**config.mk**
```make
export PLATFORM = sky130hd
export DESIGN_NAME = vram_slot_arbiter
export DESIGN_NICKNAME = d
export VERILOG_FILES = /design/src/rtl/vram_slot_arbiter.sv
export SDC_FILE = /design/constraint.sdc
export NUM_CORES = 1
export LEC_CHECK = 0
export ABC_AREA = 1
export CORE_ASPECT_RATIO = 2
export CORE_MARGIN = 5
export CORE_UTILIZATION = 43
export CTS_CLUSTER_SIZE = 10
export DETAILED_ROUTE_END_ITERATION = 10
export PLACE_DENSITY = 0.89
export SETUP_SLACK_MARGIN = 0.02
export SLEW_MARGIN = 10
export SYNTH_ARGS = -nofsm -noshare
export SYNTH_HDL_FRONTEND = slang
export SYNTH_SLANG_ARGS = --single-unit
```
**constraint.sdc**
```tcl
create_clock -name clk -period 2 [get_ports clk]
set_input_delay 0.2 -clock clk [delete_from_list [all_inputs] [get_ports clk]]
set_output_delay 0.2 -clock clk [all_outputs]
set_load 0.005 [all_outputs]
```
**src/rtl/vram_slot_arbiter.sv**
```systemverilog
// Arbitrates one single-port synchronous VRAM between a video fetcher and the CPU.
// Active display alternates video/CPU slots on hpos[0]; blanking is round-robin.
module vram_slot_arbiter #(
    parameter int ADDR_W = 14,
    parameter int DATA_W = 8
) (
    input  logic              clk,
    input  logic              reset,
    input  logic [9:0]        hpos,
    input  logic              hblank,
    input  logic              vblank,
    input  logic              vid_enable,
    input  logic              vid_req,
    input  logic [ADDR_W-1:0] vid_addr,
    output logic              vid_ack,
    output logic [DATA_W-1:0] vid_rddata,
    input  logic              cpu_req,
    input  logic              cpu_wr,
    input  logic [ADDR_W-1:0] cpu_addr,
    input  logic [DATA_W-1:0] cpu_wrdata,
    output logic              cpu_ack,
    output logic [DATA_W-1:0] cpu_rddata,
    output logic [ADDR_W-1:0] vram_addr,
    output logic              vram_wren,
    output logic [DATA_W-1:0] vram_wrdata,
    input  logic [DATA_W-1:0] vram_rddata
);

    typedef enum logic [1:0] {
        OWN_NONE = 2'd0,
        OWN_VID  = 2'd1,
        OWN_CPU  = 2'd2
    } owner_e;

    owner_e            own1_q, own1_d, own2_q, own2_d;
    logic              vid_out_q, vid_out_d, cpu_out_q, cpu_out_d;
    logic              last_cpu_q, last_cpu_d;
    logic              vid_ack_q, vid_ack_d, cpu_ack_q, cpu_ack_d;
    logic [DATA_W-1:0] vid_rddata_q, vid_rddata_d, cpu_rddata_q, cpu_rddata_d;
    logic [ADDR_W-1:0] vram_addr_q, vram_addr_d;
    logic              vram_wren_q, vram_wren_d;
    logic [DATA_W-1:0] vram_wrdata_q, vram_wrdata_d;

    logic vid_elig, cpu_elig, blank, grant_vid, grant_cpu;

    // Only the slot parity of hpos matters.
    logic hpos_unused;
    assign hpos_unused = ^hpos[9:1];

    always_comb begin
        vid_elig  = vid_req & vid_enable & ~vid_out_q;
        cpu_elig  = cpu_req & ~cpu_out_q;
        blank     = hblank | vblank;
        grant_vid = 1'b0;
        grant_cpu = 1'b0;
        if (vid_elig && cpu_elig) begin
            grant_vid = blank ? last_cpu_q : ~hpos[0];
            grant_cpu = ~grant_vid;
        end else begin
            grant_vid = vid_elig;
            grant_cpu = cpu_elig;
        end

        own1_d = grant_vid ? OWN_VID : (grant_cpu ? OWN_CPU : OWN_NONE);
        own2_d = own1_q;

        // Acks come solely from the owner pipeline; rddata is captured alongside.
        vid_ack_d    = (own2_q == OWN_VID);
        cpu_ack_d    = (own2_q == OWN_CPU);
        vid_rddata_d = vid_ack_d ? vram_rddata : vid_rddata_q;
        cpu_rddata_d = cpu_ack_d ? vram_rddata : cpu_rddata_q;

        vram_addr_d   = grant_vid ? vid_addr : (grant_cpu ? cpu_addr : vram_addr_q);
        vram_wren_d   = grant_cpu & cpu_wr;
        vram_wrdata_d = (grant_cpu & cpu_wr) ? cpu_wrdata : vram_wrdata_q;

        // Outstanding flag drops at the edge that ends the ack cycle.
        vid_out_d  = grant_vid | (vid_out_q & ~vid_ack_q);
        cpu_out_d  = grant_cpu | (cpu_out_q & ~cpu_ack_q);
        last_cpu_d = grant_cpu ? 1'b1 : (grant_vid ? 1'b0 : last_cpu_q);
    end

    always_ff @(posedge clk) begin
        if (reset) begin
            own1_q        <= OWN_NONE;
            own2_q        <= OWN_NONE;
            vid_out_q     <= 1'b0;
            cpu_out_q     <= 1'b0;
            last_cpu_q    <= 1'b1;
            vid_ack_q     <= 1'b0;
            cpu_ack_q     <= 1'b0;
            vid_rddata_q  <= '0;
            cpu_rddata_q  <= '0;
            vram_addr_q   <= '0;
            vram_wren_q   <= 1'b0;
            vram_wrdata_q <= '0;
        end else begin
            own1_q        <= own1_d;
            own2_q        <= own2_d;
            vid_out_q     <= vid_out_d;
            cpu_out_q     <= cpu_out_d;
            last_cpu_q    <= last_cpu_d;
            vid_ack_q     <= vid_ack_d;
            cpu_ack_q     <= cpu_ack_d;
            vid_rddata_q  <= vid_rddata_d;
            cpu_rddata_q  <= cpu_rddata_d;
            vram_addr_q   <= vram_addr_d;
            vram_wren_q   <= vram_wren_d;
            vram_wrdata_q <= vram_wrdata_d;
        end
    end

    assign vid_ack     = vid_ack_q;
    assign cpu_ack     = cpu_ack_q;
    assign vid_rddata  = vid_rddata_q;
    assign cpu_rddata  = cpu_rddata_q;
    assign vram_addr   = vram_addr_q;
    assign vram_wren   = vram_wren_q;
    assign vram_wrdata = vram_wrdata_q;

endmodule
```
# Yosys cells after proc, flatten, opt, wreduce, memory -nomap -nowiden
# Cells that the tools add are included.
# Widths: inputs -> output; s select.
# op_classes
n_eq_ne	2
n_mux	7
bitwise	15
n_reduce_logical	4
# op_table
cell	n
$mux 14	2
$and 1x1->1	6
$not 1->1	6
$mux 1	4
$reduce_or 2->1	2
$or 1x1->1	3
$eq 2x1->1 const B	1
$eq 2x2->1 const B	1
$mux 2	1
$reduce_bool 2->1	1
$logic_and 1x1->1	1
# word_totals
register_bits	48
input_bits	62
out_inout_bits	41
elab_cells	41

# Depth between registers and ports, before layout
# Gate-level depths: netlist (run 1).
# logic_depth
word_depth	6
ltp_mapped	9
depth_no_buf	8

# Worst setup path after synthesis (run 1)
# OpenSTA, ideal clock, no wires.
# synth_timing
path_kind	register to register
startpoint	register cpu_out_q
endpoint	register vram_addr_q[0], in the netlist vram_addr[0]
setup_time_ps	117
t_arrival_ps	1034
t_required_ps	1883
setup_slack_ps	849
stages_incl_launch_ff	9
path_buffers	2
synth_period_minus_slack_ps	1151
path_cell_list	dfxtp_1 > nor2_1 > inv_2 > nand2_1 > buf_6 > buf_6 > a21oi_2 > nor2_1 > nor2_1
# synth_via
elab_chain_len	5
word_cells_on_any_way	7
classes_between	mux (3); bitwise (2); reduce/logical (2)
# synth_lines
item	line	text
start, declared	36	logic vid_out_q, vid_out_d, cpu_out_q, cpu_out_d;
start signal, assigned	101	cpu_out_q <= cpu_out_d;
$not 1->1 (*)	52	cpu_elig = cpu_req & ~cpu_out_q;
$and 1x1->1 (*)	52	
$logic_and 1x1->1	56	if (vid_elig && cpu_elig) begin
$mux 1	56	
$mux 14 or $reduce_bool 2->1 (tied branches)	-	
end signal, assigned	107	vram_addr_q <= vram_addr_d;
end, declared	40	logic [ADDR_W-1:0] vram_addr_q, vram_addr_d;
# Every way passes the cells marked *; elsewhere a longest branch is shown, timed or not.
# A chain may end at the register's enable or synchronous reset.

# Worst setup path after layout (run 1)
# layout_timing
startpoint	register own2_q[0]
endpoint	register vid_rddata_q[5], in the netlist vid_rddata[5]
# layout_via
elab_chain_len	1
# layout_lines
item	line	text
start, declared	35	owner_e own1_q, own1_d, own2_q, own2_d;
start signal, assigned	99	own2_q <= own2_d;
$eq 2x1->1	68	vid_ack_d = (own2_q == OWN_VID);
end signal, assigned	105	vid_rddata_q <= vid_rddata_d;
end, declared	39	logic [DATA_W-1:0] vid_rddata_q, vid_rddata_d, cpu_rddata_q, cpu_rddata_d;
# No other way between the ends.

==> impl_metrics.json, run 1 <==
{
  "die_h_um": 107,
  "num_rows": 35,
  "stdcell_area_mm2": 0.00312,
  "cts-root-buf": "clkbuf_8",
  "cts_tree": "yes",
  "setup_tns_ns": 0,
  "start_util_pct": 44.0,
  "setup.worst_path.class": "reg -> reg",
  "r2r_slack_ns": 0.47,
  "syn_nets": 333,
  "overflow": 0,
  "track_usage_pct": 18.8,
  "worstPathRequired_ns": 2.19,
  "design_power_total_uw": 2270,
  "vias": 2061,
  "numCtsBuffers": 5,
  "hold_slack_ns": 0.417,
  "layout_commonest_cell": "clkdlybuf4s50_1",
  "power.density_mw_per_mm2": 728,
  "synth.distinct_cells": 21,
  "whs_endpoint": "own2_q[0]",
  "cts.sinks": 48,
  "ant_nets": 0,
  "grt_use_met1_pct": 19.3,
  "place_congestion": 0.758,
  "ios": 103,
  "arrival_ns": 1.72,
  "grt_pass1_wl_mm": 9.02,
  "hold_buffers": 0,
  "die_area_mm2": 0.00626,
  "slew_violations": 0,
  "end_kind": "register",
  "final_core_util_pct": 67.8,
  "wl_mm": 5.65,
  "r2r_end": "vid_rddata[5]",
  "post_dp_cell_area_mm2": 0.00300,
  "drt_iter0_drc": 111,
  "fmax_ghz": 0.654,
  "synthesis.area_mm2": 0.00202,
  "drive_above_1_share_pct": 8.79,
  "fin_skew_ns": 0.00297,
  "yosysTopAreaCellShare_pct": 47.5,
  "cp_slowest_cell": "nor2_1",
  "fin_crit_sh_pct": 76.4,
  "grt_pass1_vias": 1900,
  "core_area_mm2": 0.00460,
  "cpMostUsedCell": "nor2_1",
  "period_minus_slack_ns": 1.53,
  "antenna_cells": 0,
  "cap_violations": 0,
  "insertion_delay_ns": 0.30,
  "r2r_start": "own2_q[0]",
  "route.detailed.drc": 0,
  "setup_violations": 0,
  "first_pass_iters": 4,
  "yosysTopAreaCell": "dfxtp_1",
  "worstPathMaxFanout": 9,
  "via_per_inst": 4.92,
  "grt_max_degree": 29,
  "leakage_uw": 0.00130,
  "slowest_delay_ns": 0.39,
  "ys_seq_elements": 48,
  "seq_area_frac_synth_pct": 47.5,
  "globalRoute.busiestLayer": "met2",
  "cp_num_buf_inv": 2,
  "hold_path.class": "reg -> reg",
  "rsz0062_at_grt": "no",
  "cts_setup_buffers": 0,
  "syn_inst": 271,
  "whs_path_depth": 2,
  "use_met3_pct": 3.37,
  "area_growth_pct": 54.1,
  "htree_levels": 2,
  "hold_start": "own1_q[0]",
  "syn_avg_cell_area_um2": 7.46,
  "cts.path.max_buffers": 2,
  "tightest_slew_ns": 0.509,
  "finalHoldViolations": 0,
  "relSlewSlack_pct": 66.0,
  "final_cell_mix": "93 x clkdlybuf4s50_1, 70 x nor2_1, 48 x dfxtp_1",
  "cp-start-kind": "register",
  "die_x_um": 58.5,
  "antenna_found_initial": 0,
  "crit_chain": "inv_1 -> nor2_1 -> clkinv_1 -> nor2_1 -> nor2_1",
  "cp_top_family": "simple AND/OR/NAND/NOR gates",
  "synthTopCellsByArea": "dfxtp_1 48%, nor2_1 13%, o21ai_0 7.4%",
  "cts_resized": 0,
  "nNetsFinal": 425,
  "hpwl_mm": 4.26,
  "numPortBuffers": 93,
  "use_met2_pct": 35.6,
  "wl_per_cell_um": 13.5,
  "reg2reg_depth": 5,
  "cts.reportedPaths.clkPinSlew_ns": 0.09,
  "ys_warn_count": 0,
  "vdd_drop_max_v": 0.00100,
  "status": "finished clean"
}
## worst max path at each step
| stage | depth (start not counted) | to | startpoint |
|---|---|---|---|
| 6_report | 5 | vid_rddata[5] | own2_q[0] |
| 5_1_grt | 5 | vid_rddata[1] | own2_q[0] |
| 4_1_cts | 5 | vid_rddata[5] | own2_q[0] |
| 3_5_place_dp | 8 | last_cpu_q | vid_req |
| 3_3_place_gp | 8 | last_cpu_q | vid_req |
| 2_1_floorplan | 8 | vram_addr[0] | cpu_out_q |
## where the power goes
group,internal (µW),switching [µW],total [µW]
Combinational,274,209,483
Clock,409,320,729
Sequential,1020,32.9,1060
## registers in the layout (all words and copies together), names as in the netlist
name         cells
vram_wrdata      8
own1_q           2
cpu_ack          1
vram_wren        1
vram_addr       14
cpu_rddata       8
last_cpu_q       1
vid_rddata       8
own2_q           2
cpu_out_q        1
vid_ack          1
vid_out_q        1
## cell families (layout without fill, tap and decap cells)
logic type | count (synthesis) | count (layout) | synth area share (%)
AOI/OAI and AO/OA | 56 | 56 | 16.4
buffers and inverters | 40 | 133 | 9.34
DFF | 48 | 48 | 47.5
and+or+nand+nor | 127 | 127 | 26.7
## stage by stage
stage	std cells	worst slack [ns]
global placement	411	0.386
detailed placement	411	0.357
global route	419	0.303
finish	419	0.472
floorplan	271	0.849
CTS	419	0.455
## cell usage after synthesis (all sizes together)
master  instances
buf             9
nand3          17
dfxtp          48
o21ai          31
nand4           8
a21oi          24
and2            1
clkbuf          7
inv            23
clkinv          1
nand2          30
o21bai          1
nor2           71
## layout make-up
class | count | area [µm²]
timing repair buffer | 101 | 1000
tap | 55 | 68.8
fill | 383 | 1480
clock inverter | 2 | 38.8
multi-input combinational | 183 | 872
inverter | 24 | 90.1
sequential | 48 | 961
clock buffer | 6 | 82.6
## metal layers
| layer | routed length [µm] | vias up |
|---|---|---|
| li1 | - | 1047 |
| met1 | 2090 | 948 |
| met2 | 3190 | 60 |
| met3 | 265 | 6 |
| met4 | 98 | 0 |
| met5 | 0 | - |
## worst register-to-register path: cells and delay by family, from the launching register on
kind	cells	cell delay, ns
simple gates	3	0.67
buf+inv	2	0.43
flops	1	0.31
No activity file was read; power rests on OpenSTA's default activity.
==> run 2: changes to the inputs <==
--- a/config.mk
+++ b/config.mk
@@ -8,10 +8,10 @@
 export ABC_AREA = 1
 export CORE_ASPECT_RATIO = 2
 export CORE_MARGIN = 5
-export CORE_UTILIZATION = 43
+export CORE_UTILIZATION = 36
 export CTS_CLUSTER_SIZE = 10
 export DETAILED_ROUTE_END_ITERATION = 10
-export PLACE_DENSITY = 0.89
+export PLACE_DENSITY = 0.79
 export SETUP_SLACK_MARGIN = 0.02
 export SLEW_MARGIN = 10
 export SYNTH_ARGS = -nofsm -noshare
==> constraint.sdc (replaced) <==
create_clock -name clk -period 1.2 [get_ports clk]
set_input_delay 0.12 -clock clk [delete_from_list [all_inputs] [get_ports clk]]
set_output_delay 0.12 -clock clk [all_outputs]
set_load 0.005 [all_outputs]
==> run 2 against run 1 <==
  * The run now ends with setup timing left
  * Critical path depth rose by 1
  * Sequential share of layout area down 2.7 points
  * Die area up 17%
  * Sequential power rose by 67%
  * Critical path type unchanged
==> impl_metrics.json, run 2 (synthesized netlist as in run 1, its figures left out) <==
{
  "grt_use_met1_pct": 16.1,
  "route.detailed.drc": 0,
  "vias": 2163,
  "arrival_ns": 1.52,
  "stdcell_area_mm2": 0.00349,
  "ant_nets": 0,
  "grt_pass1_vias": 2058,
  "use_met3_pct": 3.39,
  "grt_pass1_wl_mm": 9.38,
  "start_util_pct": 37.0,
  "seq_power_share_pct": 47.3,
  "hpwl_mm": 4.48,
  "cp-start-kind": "register",
  "cap_violations": 0,
  "drt_iter0_drc": 121,
  "leakage_uw": 0.00167,
  "hold_slack_ns": 0.403,
  "p_int_uw": 2710,
  "reg2reg_depth": 6,
  "finalHoldViolations": 0,
  "die_x_um": 63.0,
  "pwr-share-comb_pct": 25.8,
  "vdd_drop_max_v": 0.000860,
  "crit_path_start": "last_cpu_q",
  "cts-root-buf": "clkbuf_8",
  "setup.worst_path.class": "reg -> reg",
  "r2r_start": "last_cpu_q",
  "globalRoute.busiestLayer": "met2",
  "hold_start": "cpu_wrdata[6]",
  "setup_tns_ns": -0.761,
  "end_kind": "register",
  "die_h_um": 116,
  "status": "finished, violations left",
  "htree_levels": 2,
  "track_usage_pct": 15.8,
  "via_per_inst": 4.90,
  "switching_share_pct": 27.4,
  "place_congestion": 0.844,
  "violations": "setup timing",
  "drive_above_1_share_pct": 23.9,
  "fmax_ghz": 0.777,
  "design_power_total_uw": 3740,
  "fin_crit_sh_pct": 107,
  "hold_buffers": 0,
  "fillers": 469,
  "hold_path.class": "in -> reg",
  "numCtsBuffers": 5,
  "worstPathRequired_ns": 1.44,
  "clock_power_share_pct": 26.9,
  "largest_reg_flops": 14,
  "ios": 103,
  "first_pass_iters": 4,
  "wl_mm": 6.59,
  "power.density_mw_per_mm2": 1070,
  "switchingPower_uw": 1030,
  "layout_commonest_cell": "nor2_1",
  "nNetsFinal": 442,
  "numPortBuffers": 93,
  "worstPathMaxFanout": 7,
  "rsz0062_at_grt": "yes",
  "grt_max_degree": 29,
  "relSlewSlack_pct": 84.5,
  "worst_slack_ns": -0.0870,
  "whs_path_depth": 3,
  "cts.reportedPaths.clkPinSlew_ns": 0.09,
  "slew_violations": 0,
  "area_growth_pct": 72.6,
  "post_dp_cell_area_mm2": 0.00307,
  "antenna_found_initial": 0,
  "cts.path.max_buffers": 2,
  "core_area_mm2": 0.00547,
  "num_rows": 38,
  "final_cell_mix": "66 x nor2_1, 48 x clkdlybuf4s50_1, 41 x dlygate4sd2_1",
  "setup_violations": 22,
  "cts_tree": "yes",
  "die_area_mm2": 0.00731,
  "fin_skew_ns": 0.00869,
  "period_minus_slack_ns": 1.29,
  "antenna_cells": 0,
  "cts.sinks": 48,
  "overflow": 0,
  "use_met2_pct": 30.1,
  "wl_per_cell_um": 14.9,
  "insertion_delay_ns": 0.29,
  "tightest_slew_ns": 0.231
}
run 2: final timing paths:
| path | endpoint | slack (ns) |
|---|---|---|
| max reg2reg | vram_wrdata[5] | -0.09 |
| max | vram_wrdata[5] | -0.09 |
| min reg2reg | own2_q[1] | 0.41 |
| min | vram_wrdata[6] | 0.40 |
run 2: layer usage:
layer,share of wire [%],vias up
li1,-,1092
met1,35,990
met2,57,63
met3,4.2,18
met4,3.2,0
met5,0,-
run 2: metrics by stage:
step,utilization [%],setup slack [ns],cells
floorplan,-,0.0490,271
global placement,56.2,-0.298,422
detailed placement,56.2,-0.370,422
CTS,58.4,-0.00839,432
global route,63.8,-0.179,441
finish,63.8,-0.0870,441
run 2: power by group through the flow:
stage               sequential, µW  combinational (µW)  clock, µW
global route                  1780                1050       1090
CTS                           1770                 821       1030
finish                        1770                 963       1010
floorplan                     1810                 360          0
detailed placement            1800                 855          0
global placement              1800                 835          0
run 2: layout make-up:
type	instances	area (µm²)	share of cell area [%]
repair buffers	117	1230	35.4
multi-input cells	184	1010	29.0
flip-flops and latches	48	982	28.1
inverters	24	90.1	2.58
clock buffers	6	82.6	2.37
well taps	60	75.1	2.15
clock inverters	2	13.8	0.394
run 2: repair_timing:
action,4_1_cts,5_1_grt
endpoints found under the setup margin,66,35
setup buffers,1,2
pin swaps,0,19
gates resized for setup,62,36
cloned,1,7
run 2: worst max-delay path, cell delays in order, from the launching register on:
cell and delay [ns]:
dfxtp_2 0.33, o21bai_4 0.17, nand3_4 0.18, buf_4 0.15
buf_6 0.11, nand4_1 0.13, a21oi_2 0.15
==> run 3: changes to the inputs <==
--- a/config.mk
+++ b/config.mk
@@ -13,7 +13,7 @@
 export DETAILED_ROUTE_END_ITERATION = 10
 export PLACE_DENSITY = 0.79
 export SETUP_SLACK_MARGIN = 0.02
-export SLEW_MARGIN = 10
+export SLEW_MARGIN = 30
 export SYNTH_ARGS = -nofsm -noshare
 export SYNTH_HDL_FRONTEND = slang
 export SYNTH_SLANG_ARGS = --single-unit
==> results of run 3 <==
The final DEF is identical to that of run 2; final timing and power are the same.
